===== config.mk =====
export PLATFORM = sky130hd
export DESIGN_NAME = game_physics
export DESIGN_NICKNAME = d
export VERILOG_FILES = /design/src/rtl/game_physics_pkg.sv /design/src/rtl/game_physics_btn_sync.sv /design/src/rtl/game_physics.sv
export SDC_FILE = /design/constraint.sdc
export NUM_CORES = 1
export LEC_CHECK = 0
export BUFFER_PORTS_ARGS = -buffer_cell sky130_fd_sc_hd__buf_2
export CAP_MARGIN = 25
export CORE_UTILIZATION = 30
export DETAILED_ROUTE_END_ITERATION = 10
export GPL_ROUTABILITY_DRIVEN = 0
export PLACE_DENSITY = 0.53
export SYNTH_ARGS = -nofsm -noshare
export SYNTH_HDL_FRONTEND = slang
export SYNTH_SLANG_ARGS = --single-unit
export TNS_END_PERCENT = 20

===== constraint.sdc =====
create_clock -name clk -period 5.8 [get_ports clk]
set_input_delay 1.16 -clock clk [delete_from_list [all_inputs] [get_ports clk]]
set_output_delay 1.16 -clock clk [all_outputs]
set_load 0.02 [all_outputs]

===== src/rtl/game_physics_pkg.sv =====
// Shared definitions for the game_physics engine: default geometry, state enums
// and the signed coordinate type used for all intermediate position math.
package game_physics_pkg;

    localparam int PIXEL_W = 10;
    localparam int COORD_W = 12;

    localparam int DEF_SCREEN_W            = 800;
    localparam int DEF_SCREEN_H            = 600;
    localparam int DEF_PADDLE_LENGTH_PIXEL = 60;
    localparam int DEF_PADDLE_Y            = 580;
    localparam int DEF_PADDLE_SPEED        = 4;
    localparam int DEF_BALL_SIZE           = 8;
    localparam int DEF_BALL_SPEED          = 2;
    localparam int DEF_START_LIVES         = 3;

    typedef logic signed [COORD_W-1:0] coord_t;

    typedef enum logic [1:0] {
        GS_SERVE,
        GS_PLAY,
        GS_GAME_OVER
    } game_state_t;

    typedef enum logic [1:0] {
        SEQ_IDLE,
        SEQ_PADDLE,
        SEQ_BALL,
        SEQ_COMMIT
    } seq_state_t;

endpackage


===== src/rtl/game_physics_btn_sync.sv =====
// Two-flop synchroniser for one asynchronous push-button input.
module game_physics_btn_sync (
    input  logic clk,
    input  logic rst_n,
    input  logic async_in,
    output logic sync_out
);
    logic meta;

    // NOTE: flops use non-blocking assignments so both stages sample pre-edge values.
    always_ff @(posedge clk or negedge rst_n) begin
        if (!rst_n) begin
            meta     <= 1'b0;
            sync_out <= 1'b0;
        end else begin
            meta     <= async_in;
            sync_out <= meta;
        end
    end

endmodule


===== src/rtl/game_physics.sv =====
// Per-frame paddle/ball engine: steps paddle then ball after each frame-done pulse
// and publishes positions, lives and audio events together in the commit cycle.
module game_physics
    import game_physics_pkg::*;
#(
    parameter int SCREEN_W            = DEF_SCREEN_W,
    parameter int SCREEN_H            = DEF_SCREEN_H,
    parameter int PADDLE_LENGTH_PIXEL = DEF_PADDLE_LENGTH_PIXEL,
    parameter int PADDLE_Y            = DEF_PADDLE_Y,
    parameter int PADDLE_SPEED        = DEF_PADDLE_SPEED,
    parameter int BALL_SIZE           = DEF_BALL_SIZE,
    parameter int BALL_SPEED          = DEF_BALL_SPEED,
    parameter int START_LIVES         = DEF_START_LIVES
) (
    input  logic               clk,
    input  logic               rst_n,
    input  logic               start_update,
    input  logic               btn_left,
    input  logic               btn_right,
    input  logic               btn_launch,
    output logic [PIXEL_W-1:0] paddle_x_pixel,
    output logic [PIXEL_W-1:0] ball_x_pixel,
    output logic [PIXEL_W-1:0] ball_y_pixel,
    output logic               ball_active,
    output logic [1:0]         lives,
    output logic               update_done,
    output logic               event_bounce,
    output logic               event_lost
);
    localparam coord_t ZERO           = '0;
    localparam coord_t PLEN           = coord_t'(PADDLE_LENGTH_PIXEL);
    localparam coord_t BSIZE          = coord_t'(BALL_SIZE);
    localparam coord_t P_SPEED        = coord_t'(PADDLE_SPEED);
    localparam coord_t B_SPEED        = coord_t'(BALL_SPEED);
    localparam coord_t PADDLE_X_MAX   = coord_t'(SCREEN_W - PADDLE_LENGTH_PIXEL);
    localparam coord_t PADDLE_X_RESET = coord_t'((SCREEN_W - PADDLE_LENGTH_PIXEL) / 2);
    localparam coord_t BALL_X_MAX     = coord_t'(SCREEN_W - BALL_SIZE);
    localparam coord_t PARK_OFFSET    = coord_t'((PADDLE_LENGTH_PIXEL - BALL_SIZE) / 2);
    localparam coord_t PARK_Y         = coord_t'(PADDLE_Y - BALL_SIZE);
    localparam coord_t PARK_X_RESET   = PADDLE_X_RESET + PARK_OFFSET;
    localparam coord_t PADDLE_TOP     = coord_t'(PADDLE_Y);
    localparam coord_t BOTTOM         = coord_t'(SCREEN_H);
    localparam logic [1:0] LIVES_INIT = 2'(START_LIVES);

    logic left_s, right_s, launch_s;

    game_physics_btn_sync u_sync_left   (.clk(clk), .rst_n(rst_n), .async_in(btn_left),   .sync_out(left_s));
    game_physics_btn_sync u_sync_right  (.clk(clk), .rst_n(rst_n), .async_in(btn_right),  .sync_out(right_s));
    game_physics_btn_sync u_sync_launch (.clk(clk), .rst_n(rst_n), .async_in(btn_launch), .sync_out(launch_s));

    seq_state_t  seq_q, seq_d;
    coord_t      pad_x_q, ball_x_q, ball_y_q, vx_q, vy_q;
    game_state_t game_q;
    logic [1:0]  lives_q;
    logic        bounce_q, lost_q;

    coord_t      pad_x_d, nx, ny, bx_n, by_n, vx_n, vy_n;
    game_state_t game_n;
    logic [1:0]  lives_n;
    logic        bounce_n, lost_n;

    always_ff @(posedge clk or negedge rst_n) begin
        if (!rst_n) seq_q <= SEQ_IDLE;
        else        seq_q <= seq_d;
    end

    // A frame pulse arriving while a sequence is in flight is dropped.
    always_comb begin
        seq_d = seq_q;
        unique case (seq_q)
            SEQ_IDLE:   if (start_update) seq_d = SEQ_PADDLE;
            SEQ_PADDLE: seq_d = SEQ_BALL;
            SEQ_BALL:   seq_d = SEQ_COMMIT;
            SEQ_COMMIT: seq_d = SEQ_IDLE;
        endcase
    end

    always_comb begin
        update_done  = (seq_q == SEQ_COMMIT);
        event_bounce = (seq_q == SEQ_COMMIT) && bounce_q;
        event_lost   = (seq_q == SEQ_COMMIT) && lost_q;
    end

    // NOTE: every signal gets a default first so no path through the block infers a latch.
    always_comb begin
        pad_x_d = pad_x_q;
        if (left_s && !right_s)
            pad_x_d = (pad_x_q >= P_SPEED) ? pad_x_q - P_SPEED : ZERO;
        else if (right_s && !left_s)
            pad_x_d = (pad_x_q + P_SPEED > PADDLE_X_MAX) ? PADDLE_X_MAX : pad_x_q + P_SPEED;
    end

    // Ball step runs one cycle after the paddle step, so pad_x_q is already this frame's paddle.
    always_comb begin
        nx       = ball_x_q + vx_q;
        ny       = ball_y_q + vy_q;
        bx_n     = ball_x_q;
        by_n     = ball_y_q;
        vx_n     = vx_q;
        vy_n     = vy_q;
        game_n   = game_q;
        lives_n  = lives_q;
        bounce_n = 1'b0;
        lost_n   = 1'b0;
        case (game_q)
            GS_SERVE: begin
                bx_n = pad_x_q + PARK_OFFSET;
                by_n = PARK_Y;
                if (launch_s) begin
                    vx_n   = B_SPEED;
                    vy_n   = -B_SPEED;
                    game_n = GS_PLAY;
                end
            end
            GS_PLAY: begin
                bx_n = nx;
                by_n = ny;
                if (nx < ZERO) begin
                    bx_n     = ZERO;
                    vx_n     = -vx_q;
                    bounce_n = 1'b1;
                end else if (nx > BALL_X_MAX) begin
                    bx_n     = BALL_X_MAX;
                    vx_n     = -vx_q;
                    bounce_n = 1'b1;
                end
                if (ny < ZERO) begin
                    by_n     = ZERO;
                    vy_n     = -vy_q;
                    bounce_n = 1'b1;
                end else if (vy_q > ZERO && ny + BSIZE >= PADDLE_TOP && ny < PADDLE_TOP &&
                             bx_n + BSIZE > pad_x_q && bx_n < pad_x_q + PLEN) begin
                    by_n     = PARK_Y;
                    vy_n     = -vy_q;
                    bounce_n = 1'b1;
                end else if (ny >= BOTTOM) begin
                    lost_n  = 1'b1;
                    lives_n = lives_q - 2'd1;
                    if (lives_q == 2'd1) begin
                        game_n = GS_GAME_OVER;
                    end else begin
                        game_n = GS_SERVE;
                        bx_n   = pad_x_q + PARK_OFFSET;
                        by_n   = PARK_Y;
                    end
                end
            end
            GS_GAME_OVER: begin
                if (launch_s) begin
                    lives_n = LIVES_INIT;
                    game_n  = GS_SERVE;
                    bx_n    = pad_x_q + PARK_OFFSET;
                    by_n    = PARK_Y;
                end
            end
            default: game_n = GS_SERVE;
        endcase
    end

    always_ff @(posedge clk or negedge rst_n) begin
        if (!rst_n) begin
            pad_x_q  <= PADDLE_X_RESET;
            ball_x_q <= PARK_X_RESET;
            ball_y_q <= PARK_Y;
            vx_q     <= ZERO;
            vy_q     <= ZERO;
            game_q   <= GS_SERVE;
            lives_q  <= LIVES_INIT;
            bounce_q <= 1'b0;
            lost_q   <= 1'b0;
        end else begin
            if (seq_q == SEQ_PADDLE) pad_x_q <= pad_x_d;
            if (seq_q == SEQ_BALL) begin
                ball_x_q <= bx_n;
                ball_y_q <= by_n;
                vx_q     <= vx_n;
                vy_q     <= vy_n;
                game_q   <= game_n;
                lives_q  <= lives_n;
                bounce_q <= bounce_n;
                lost_q   <= lost_n;
            end
        end
    end

    // Renderer-facing copies change only on the edge entering COMMIT.
    always_ff @(posedge clk or negedge rst_n) begin
        if (!rst_n) begin
            paddle_x_pixel <= PADDLE_X_RESET[PIXEL_W-1:0];
            ball_x_pixel   <= PARK_X_RESET[PIXEL_W-1:0];
            ball_y_pixel   <= PARK_Y[PIXEL_W-1:0];
            ball_active    <= 1'b1;
            lives          <= LIVES_INIT;
        end else if (seq_q == SEQ_BALL) begin
            paddle_x_pixel <= pad_x_q[PIXEL_W-1:0];
            ball_x_pixel   <= bx_n[PIXEL_W-1:0];
            ball_y_pixel   <= by_n[PIXEL_W-1:0];
            ball_active    <= (game_n != GS_GAME_OVER);
            lives          <= lives_n;
        end
    end

endmodule


==> results by group, run 1 <==
Status
  • Status: completed

Clocking
  • Number of cells upsized or downsized after cts: 0
  • Number of hold buffers added after CTS: 0
  • Clk root buf: clkbuf_16
  • Setup Fix Bufs, Post-CTS: 0
  • Worst-Skew Late Latency: 350 ps
  • CTS tree: yes
  • H-tree lvl count: 3
  • Num CTS Buffers: 9
  • CTS clock-pin slew for the worst setup and hold paths: 70 ps
  • Sinks on the clock net: 80
  • Clock tree buffer depth: 2

Setup path
  • Launching element type of the critical path: flip-flop
  • Critical Path Source: vx_q[6]
  • Critical Path RT: 6050 ps
  • CP endpoint kind: flip-flop
  • Crit path arrival time: 5470 ps
  • Worst-path fanout max: 20
  • Type of the worst setup path: flip-flop to flip-flop
  • Cells along the critical path: ha_1 > a2111oi_0 > o21a_1 > o21ai_0 > a22o_1 > or2_2 > a31oi_1 > ha_1 > nand3_1 > xnor2_1 > ha_1 > nand4_1 > nor2_1 > o21ai_0 > a211oi_1 > o21ai_0 > a211oi_2 > a41oi_1 > buf_4 > o31a_1 > a31o_1
  • RR Startpoint: vx_q[6]
  • End of the critical path: vy_q[8]
  • Largest stage delay, worst path: 440 ps
  • Crit Reg-Reg Endpoint: vy_q[8]
  • Worst path slowest cell: dfrtp_1
  • Reg2Reg Setup Slack: 570 ps
  • Cell depth of the worst flop-to-flop path: 21

Flow run
  • # Max-Cap Violations: 0

Cells and area
  • Area of the multi-input gates: 4380 um^2
  • Share of layout cells above drive strength 1: 0.137
  • Final #Nets: 883
  • Area growth syn-to-layout: 8.72%
  • Fillers: 2412
  • Diode count: 0
  • Commonest non-fill, non-tap cell in the layout: nor2_1
  • Sequential Area: 2030 um^2
  • Most frequent cells in the layout: nor2_1, nand2_1, dfrtp_1

Timing
  • Clock Skews: 13.1 ps
  • Final min period: 5230 ps
  • Final number of hold-violating endpoints: 0
  • TNS Setup: 0 ps
  • Period Utilization, post-route: 0.901
  • Maximum clock frequency: 0.191 GHz
  • Final setup fails: 0
  • Hold_ws: 350 ps
  • Unrepaired setup endpoints after global routing: no
  • Max-slew violations: 0
  • Slew HR: 0.343
  • Worst slew pin tran: 983 ps

Synthesis
  • Synthesized area: 6880 um^2
  • Synth Instances: 826
  • Async SR Flop Fraction: 1.00
  • Synth Area per Inst: 8.33 um^2
  • Yosys reg bits: 80
  • Top cell type's share of synthesized area: 0.211
  • Largest cells by area after synthesis: dfrtp_1, ha_1, dfstp_2, xnor2_1, nor2_1
  • Number of synthesized flops with an enable pin: 0
  • Synth area leader: dfrtp_1
  • Register area share after synthesis: 0.295
  • Top FF cell, synth: dfrtp_1
  • Unique cell type count in the Yosys netlist: 76
  • Syn. warnings: 0

Drt
  • Routed wire length: 18300 um
  • DRC Markers: 0
  • DR WL/cell: 16.5 um
  • Vias per cell: 5.33
  • Antenna Nets Post-Route: 0
  • Initial DRC Count: 463
  • DRT Pass-1 Iters: 5
  • DR vias: 5919

Die
  • Core area: 22600 um^2
  • Initial Util: 0.305
  • Die Ht: 153 um
  • Die Wd: 153 um
  • Die footprint: 23600 um^2
  • Num ports: 42
  • Row count: 55

Global routing
  • Vias in the first global route: 5666
  • Overall routing resource usage: 0.159
  • Largest net degree at the start of global routing: 51
  • Antenna violations before repair: 0
  • Total grt overflow: 0
  • Global-route wire length before repair: 30100 um

Min path
  • Min-Delay Path Class: flip-flop to flip-flop
  • Worst Hold Depth: 0

Placement
  • Port bufs: 40
  • DPL Wire Length: 13700 um
[metrics by stage]
step | cells | util | worst slack (ps) | instance area, um^2
global route | 1110 | 0.332 | 110 | 7480
floorplan | 829 | - | 1120 | 6900
detailed placement | 1094 | 0.318 | 565 | 7190
global placement | 1093 | 0.317 | 670 | 7160
finish | 1110 | 0.332 | 572 | 7480
CTS | 1110 | 0.332 | 543 | 7480
[metal layers]
layer,track usage,share of wire
met1,0.222,0.50
met2,0.253,0.45
met3,0.0289,0.037
met4,0.0405,0.012
met5,0,0
[logic make-up after synthesis]
logic type      after synthesis  synth area share
simple gates                265             0.190
compound gates              241             0.237
buf+inv                     106            0.0711
flops                        80             0.295
fa+ha+maj                    57             0.104
xor+xnor                     54            0.0687
mux                          22            0.0342
other cells                   1          0.000545
[synthesized netlist by cell type, drive strengths merged, types with 14 or more instances]
library cell / n
nor2: 76
o21ai: 66
nand2: 60
dfrtp: 58
ha: 57
a21oi: 43
inv: 40
xnor2: 37
buf: 33
clkbuf: 33
dfstp: 22
nand3: 21
nor3: 17
xor2: 17
a31oi: 16
nand2b: 14
[critical path, delay by kind of cell (launching register included)]
kind	cells	cell delay (ps)
and+or+nand+nor	4	640
xor gates and xnor gates	1	140
AOI/OAI and AO/OA	12	2660
buffers and inverters	1	230
adders and majority gates	3	990
DFF	1	440
[how the worst min path moves through the flow]
stage	endpoint	from	slack, ps
2_1_floorplan	u_sync_launch.sync_out	u_sync_launch.meta	330
4_1_cts	u_sync_right.sync_out	u_sync_right.meta	350
3_3_place_gp	u_sync_right.sync_out	u_sync_right.meta	330
6_report	u_sync_right.sync_out	u_sync_right.meta	350
5_1_grt	u_sync_right.sync_out	u_sync_right.meta	360
3_5_place_dp	u_sync_right.sync_out	u_sync_right.meta	340
[state kept, by name (all words and copies together) (netlist names)]
name and cells:
ball_active 1, ball_x_q 12, ball_y_q 11, bounce_q 1, game_q 2, lives 2
lost_q 1, pad_x_q 11, paddle_x_pixel 9, seq_q 2, u_sync_launch.meta 1, u_sync_launch.sync_out 1
u_sync_left.meta 1, u_sync_left.sync_out 1, u_sync_right.meta 1, u_sync_right.sync_out 1, vx_q 11, vy_q 11
[cell type report]
| cell class | count | area share |
|---|---|---|
| clock buffers | 12 | 0.0329 |
| repair buffers | 46 | 0.0358 |
| multi-input cells | 643 | 0.586 |
| well taps | 285 | 0.0476 |
| inverters | 40 | 0.0201 |
| flip-flops and latches | 80 | 0.271 |
| clock inverters | 4 | 0.00685 |
Power of run 1 is left out: the tool's default activity adds up to more than one toggle a clock period on the data nets, which glitch-free logic cannot reach.
==> inputs of run 2 (changes only) <==
- CELL_PAD_IN_SITES_DETAIL_PLACEMENT: unset -> 0
- CELL_PAD_IN_SITES_GLOBAL_PLACEMENT: unset -> 1
- CORE_ASPECT_RATIO: unset -> 0.75
- PLACE_DENSITY: 0.53 -> 0.64
==> run 2 against run 1 <==
Against the previous run: critical path type unchanged; count of clock-buffer cells in the layout down 3; sequential cell count unchanged; utilization up 0.59 points.
==> results by group, run 2 (synthesis gave the netlist of run 1 again) <==
Clocking
  • Sinks on the clock net: 80
  • CTS tree: yes
  • Num CTS Buffers: 9
  • H-tree lvl count: 3
  • CTS clock-pin slew for the worst setup and hold paths: 70 ps
  • Clk root buf: clkbuf_16
  • Clock tree buffer depth: 2
  • Worst-Skew Late Latency: 370 ps
  • Setup Fix Bufs, Post-CTS: 0

Global routing
  • Largest net degree at the start of global routing: 43
  • Global-route wire length before repair: 32300 um
  • Total grt overflow: 0
  • Vias in the first global route: 5591
  • Overall routing resource usage: 0.176
  • Antenna violations before repair: 1

Cells and area
  • Most frequent cells in the layout: nor2_1, nand2_1, dfrtp_1
  • Max reg flops: 12
  • Share of layout cells above drive strength 1: 0.145
  • Final core utilization: 0.338
  • Area growth syn-to-layout: 9.27%
  • Commonest non-fill, non-tap cell in the layout: nor2_1
  • Top reg by flops: ball_x_q
  • Diode count: 0
  • Final #Nets: 887

Die
  • Core area: 22300 um^2
  • Row count: 47
  • Die Ht: 133 um
  • Num ports: 42
  • Die Wd: 177 um
  • Die footprint: 23600 um^2
  • Initial Util: 0.309

Min path
  • Min-Delay Path Class: flip-flop to flip-flop

Setup path
  • Crit-path leading delay family: compound AO/OA/AOI/OAI gates
  • Cells along the critical path: ha_1 > a2111oi_0 > o21a_1 > o21ai_0 > a22o_1 > or2_2 > a31oi_1 > ha_1 > nand3_1 > xnor2_1 > ha_1 > nand4_1 > nor2_1 > o21ai_0 > a211oi_1 > o21ai_0 > a211oi_2 > a41oi_1 > buf_4 > o31a_1 > a31o_1
  • WP buf/inv: 1
  • Launching element type of the critical path: flip-flop
  • Worst-path fanout max: 20
  • End of the critical path: vy_q[8]
  • Crit Reg-Reg Endpoint: vy_q[8]
  • Critical Path RT: 6040 ps
  • Worst path depth: 21
  • Cell depth of the worst flop-to-flop path: 21
  • Largest stage delay, worst path: 460 ps
  • Reg2Reg Setup Slack: 500 ps
  • Worst path slowest cell: a2111oi_0
  • CP endpoint kind: flip-flop
  • Critical Path Source: vx_q[6]
  • Crit path arrival time: 5540 ps
  • Type of the worst setup path: flip-flop to flip-flop
  • RR Startpoint: vx_q[6]

Timing
  • Slew HR: 0.345
  • Final setup fails: 0
  • Clock Skews: 19.7 ps
  • Worst slew pin tran: 958 ps
  • Maximum clock frequency: 0.189 GHz
  • Max-slew violations: 0
  • Final number of hold-violating endpoints: 0
  • TNS Setup: 0 ps
  • Period Utilization, post-route: 0.914
  • Final min period: 5300 ps
  • Unrepaired setup endpoints after global routing: no

Placement
  • DPL Wire Length: 15200 um
  • Port bufs: 40

Drt
  • DRC Markers: 0
  • DRT Pass-1 Iters: 5
  • Routed wire length: 20000 um
  • Antenna Nets Post-Route: 0
  • DR WL/cell: 17.8 um
  • DR vias: 5988
  • Vias per cell: 5.33
  • Initial DRC Count: 572

Status
  • Status: completed

Flow run
  • # Max-Cap Violations: 0
==> run 2: layout make-up <==
cell class | count | area (um^2)
fillers | 2308 | 14800
multi-input cells | 643 | 4390
flip-flops and latches | 80 | 2030
well taps | 294 | 368
repair buffers | 50 | 302
clock buffers | 9 | 225
inverters | 40 | 150
clock inverters | 7 | 62.6
==> run 2: timing repair <==
action	in CTS	in global routing
hold buffers	0	0
gates resized for setup	0	1
setup endpoints to repair	0	1
==> run 2: routing by layer <==
metal | wire length (um) | share of wire | vias up | track usage
met3 | 989 | 0.049 | 13 | 0.0274
met2 | 7360 | 0.37 | 159 | 0.221
li1 | - | - | 2979 | -
met1 | 11400 | 0.57 | 2837 | 0.295
met4 | 244 | 0.012 | 0 | 0.0426
met5 | 0 | 0 | - | 0
==> run 2: worst min-delay path by stage <==
stage | slack (ps) | start | cells past startpoint | endpoint
global route | 360 | u_sync_right.meta | 0 | u_sync_right.sync_out
floorplan | 330 | u_sync_launch.meta | 0 | u_sync_launch.sync_out
CTS | 350 | u_sync_right.meta | 0 | u_sync_right.sync_out
global placement | 330 | u_sync_right.meta | 0 | u_sync_right.sync_out
finish | 350 | u_sync_right.meta | 0 | u_sync_right.sync_out
detailed placement | 340 | u_sync_left.meta | 0 | u_sync_left.sync_out
==> run 2: worst register-to-register path: stages (launching register included) <==
cell and delay, ps:
dfrtp_1 450, ha_1 410, a2111oi_0 460, o21a_1 210, o21ai_0 120, a22o_1 300, or2_2 290, a31oi_1 370
ha_1 270, nand3_1 100, xnor2_1 150, ha_1 300, nand4_1 110, nor2_1 150, o21ai_0 120, a211oi_1 200
o21ai_0 130, a211oi_2 190, a41oi_1 140, buf_4 240, o31a_1 290, a31o_1 180
==> run 2: per-stage QoR <==
step | area, um^2 | std cells | worst slack, ps | hold WS, ps
6_report | 7520 | 1123 | 500 | 350
4_1_cts | 7480 | 1121 | 522 | 350
3_3_place_gp | 7190 | 1105 | 498 | 333
5_1_grt | 7520 | 1123 | 83.3 | 358
3_5_place_dp | 7190 | 1105 | 543 | 336
2_1_floorplan | 6900 | 829 | 1120 | 331
Power of run 2 is left out for the same reason.
==> inputs of run 3 (changes only) <==
- ABC_AREA: unset -> 1
- HOLD_SLACK_MARGIN: unset -> 0.03
- PLACE_DENSITY: 0.64 -> 0.66
==> run 3 against run 2 <==
Against the previous run: setup slack better by 720 ps; utilization is 0.096 points higher; register-to-register slack better by 720 ps; via count is 2.0% higher; critical path type unchanged; maximum frequency is 16% higher; global-route usage hardly changed; sequential share of layout area is 0.15 points lower; synthesized area is 0.67% higher; non-clock buffer count is 8 lower; die area is 0.67% higher; critical endpoint is now vy_q[7]; critical path depth is 14 higher.
==> results by group, run 3 <==
Status
  • Status: completed

Setup path
  • Worst path slowest cell: dfstp_2
  • Critical Path RT: 6040 ps
  • Launching element type of the critical path: flip-flop
  • CP dominant cell by count: nand2_1
  • Worst-path fanout max: 20
  • Type of the worst setup path: flip-flop to flip-flop
  • Largest stage delay, worst path: 570 ps
  • Crit path arrival time: 4810 ps
  • CP endpoint kind: flip-flop

Cells and area
  • Final #Nets: 1060
  • Most frequent cells in the layout: nand2_1, inv_1, nor2_1
  • Max reg flops: 12
  • Commonest non-fill, non-tap cell in the layout: nand2_1
  • Diode count: 0
  • Share of layout cells above drive strength 1: 0.170
  • Final core utilization: 0.338
  • Final instance area: 7560 um^2
  • Top reg by flops: ball_x_q
  • Area growth syn-to-layout: 9.14%

Synthesis
  • Register area share after synthesis: 0.293
  • Synth Instances: 980
  • Async SR Flop Fraction: 1.00
  • Top post-synthesis cells by count: nand2_1, inv_1, nor2_1
  • Mux share of post-synthesis cell area: 0
  • Top-count cell post-synth: nand2_1
  • Synth Area in Compound Gates: 0.110
  • Number of synthesized flops with an enable pin: 0
  • Synth Area per Inst: 7.07 um^2
  • Synthesized area: 6930 um^2
  • Synth Area in Adders: 0.103
  • Largest family of logic cells by synthesized area: simple AND/OR/NAND/NOR gates
  • Yosys reg bits: 80
  • Top FF cell, synth: dfrtp_1
  • Synth area leader: dfrtp_1
  • Syn. warnings: 0
  • Unique cell type count in the Yosys netlist: 52
  • Synth Area in Simple Gates: 0.332
  • Top cell type's share of synthesized area: 0.209
  • Largest cells by area after synthesis: dfrtp_1, nand2_1, ha_1, dfstp_2, inv_1
  • XOR/XNOR Fraction of Synth Area: 0.0478

Drt
  • DR WL/cell: 15.1 um
  • DRC Markers: 0
  • Vias per cell: 4.71
  • Routed wire length: 19500 um
  • DRT Pass-1 Iters: 7
  • Antenna Nets Post-Route: 0
  • Initial DRC Count: 507
  • DR vias: 6109

Timing
  • Max-slew violations: 0
  • Slew HR: 0.432
  • Final min period: 4580 ps
  • Final setup fails: 0
  • Worst slew pin tran: 849 ps
  • Clock Skews: 8.66 ps
  • Hold_ws: 349 ps
  • TNS Setup: 0 ps
  • Period Utilization, post-route: 0.790
  • Final number of hold-violating endpoints: 0
  • Unrepaired setup endpoints after global routing: no
  • Maximum clock frequency: 0.218 GHz

Clocking
  • H-tree lvl count: 3
  • Num CTS Buffers: 9
  • Number of hold buffers added after CTS: 0
  • Worst-Skew Late Latency: 360 ps
  • CTS clock-pin slew for the worst setup and hold paths: 60 ps
  • Number of cells upsized or downsized after cts: 0
  • CTS tree: yes
  • Sinks on the clock net: 80
  • Clock tree buffer depth: 2
  • Clk root buf: clkbuf_16
  • Setup Fix Bufs, Post-CTS: 0

Placement
  • Port bufs: 40
  • DPL Wire Length: 15500 um
  • Placed Instance Area: 7270 um^2

Global routing
  • Total grt overflow: 0
  • Global-route wire length before repair: 32200 um
  • Vias in the first global route: 5942
  • Antenna violations before repair: 1
  • Largest net degree at the start of global routing: 48
  • Overall routing resource usage: 0.176

Flow run
  • # Max-Cap Violations: 0

Die
  • Initial Util: 0.310
  • Core area: 22300 um^2
  • Die Ht: 134 um
  • Die Wd: 178 um
  • Die footprint: 23700 um^2
  • Row count: 47
  • Num ports: 42

Min path
  • Min-Delay Path Class: flip-flop to flip-flop
[run 3: routing by layer]
metal / up-vias / GRT usage / wire [um]
met2: 103 / 0.244 / 7590
met5: - / 0 / 13
met4: 2 / 0.0351 / 180
li1: 3173 / - / -
met3: 13 / 0.0354 / 849
met1: 2818 / 0.275 / 10900
[run 3: final cells by class]
class                   instances  area, um^2
clock buffers                  10         229
flip-flops and latches         80        2030
clock inverters                 6        60.1
inverters                     142         536
fillers                      2448       14800
well taps                     294         368
multi-input cells             722        4120
repair buffers                 42         218
[run 3: stage by stage]
stage / std cells / setup WS (ps)
after floorplan: 983 / 1880
after global placement: 1280 / 1300
after detailed placement: 1280 / 1250
after CTS: 1296 / 1210
after global routing: 1296 / 694
final: 1296 / 1220
[run 3: critical path, delay by kind of cell, from the launching register on]
kind / cells / cell delay (ps)
compound gates: 3 / 320
fa+ha+maj: 3 / 770
buf+inv: 4 / 300
flops: 1 / 570
simple gates: 25 / 2450
[run 3: kinds of logic (layout without fill, tap and decap cells)]
| logic type | after synthesis | count (layout) |
|---|---|---|
| AND/OR/NAND/NOR | 493 | 493 |
| buffers and inverters | 181 | 200 |
| AO/OA/AOI/OAI | 131 | 131 |
| flip-flops | 80 | 80 |
| adder cells (fa/ha/maj) | 57 | 57 |
| XOR/XNOR | 37 | 37 |
| other | 1 | 4 |
[run 3: path summary, 6_finish.rpt]
path | end | depth (start not counted) | slack [ps] | startpoint
max | vy_q[7] | 35 | 1220 | ball_x_q[2]
min | u_sync_left.sync_out | 0 | 350 | u_sync_left.meta
max reg2reg | vy_q[7] | 35 | 1220 | ball_x_q[2]
min reg2reg | u_sync_left.sync_out | 0 | 350 | u_sync_left.meta
max in group asynchronous | ball_y_q[7] | 2 | 4050 | rst_n
min in group asynchronous | u_sync_right.meta | 1 | 750 | rst_n
Power of run 3 is left out for the same reason.
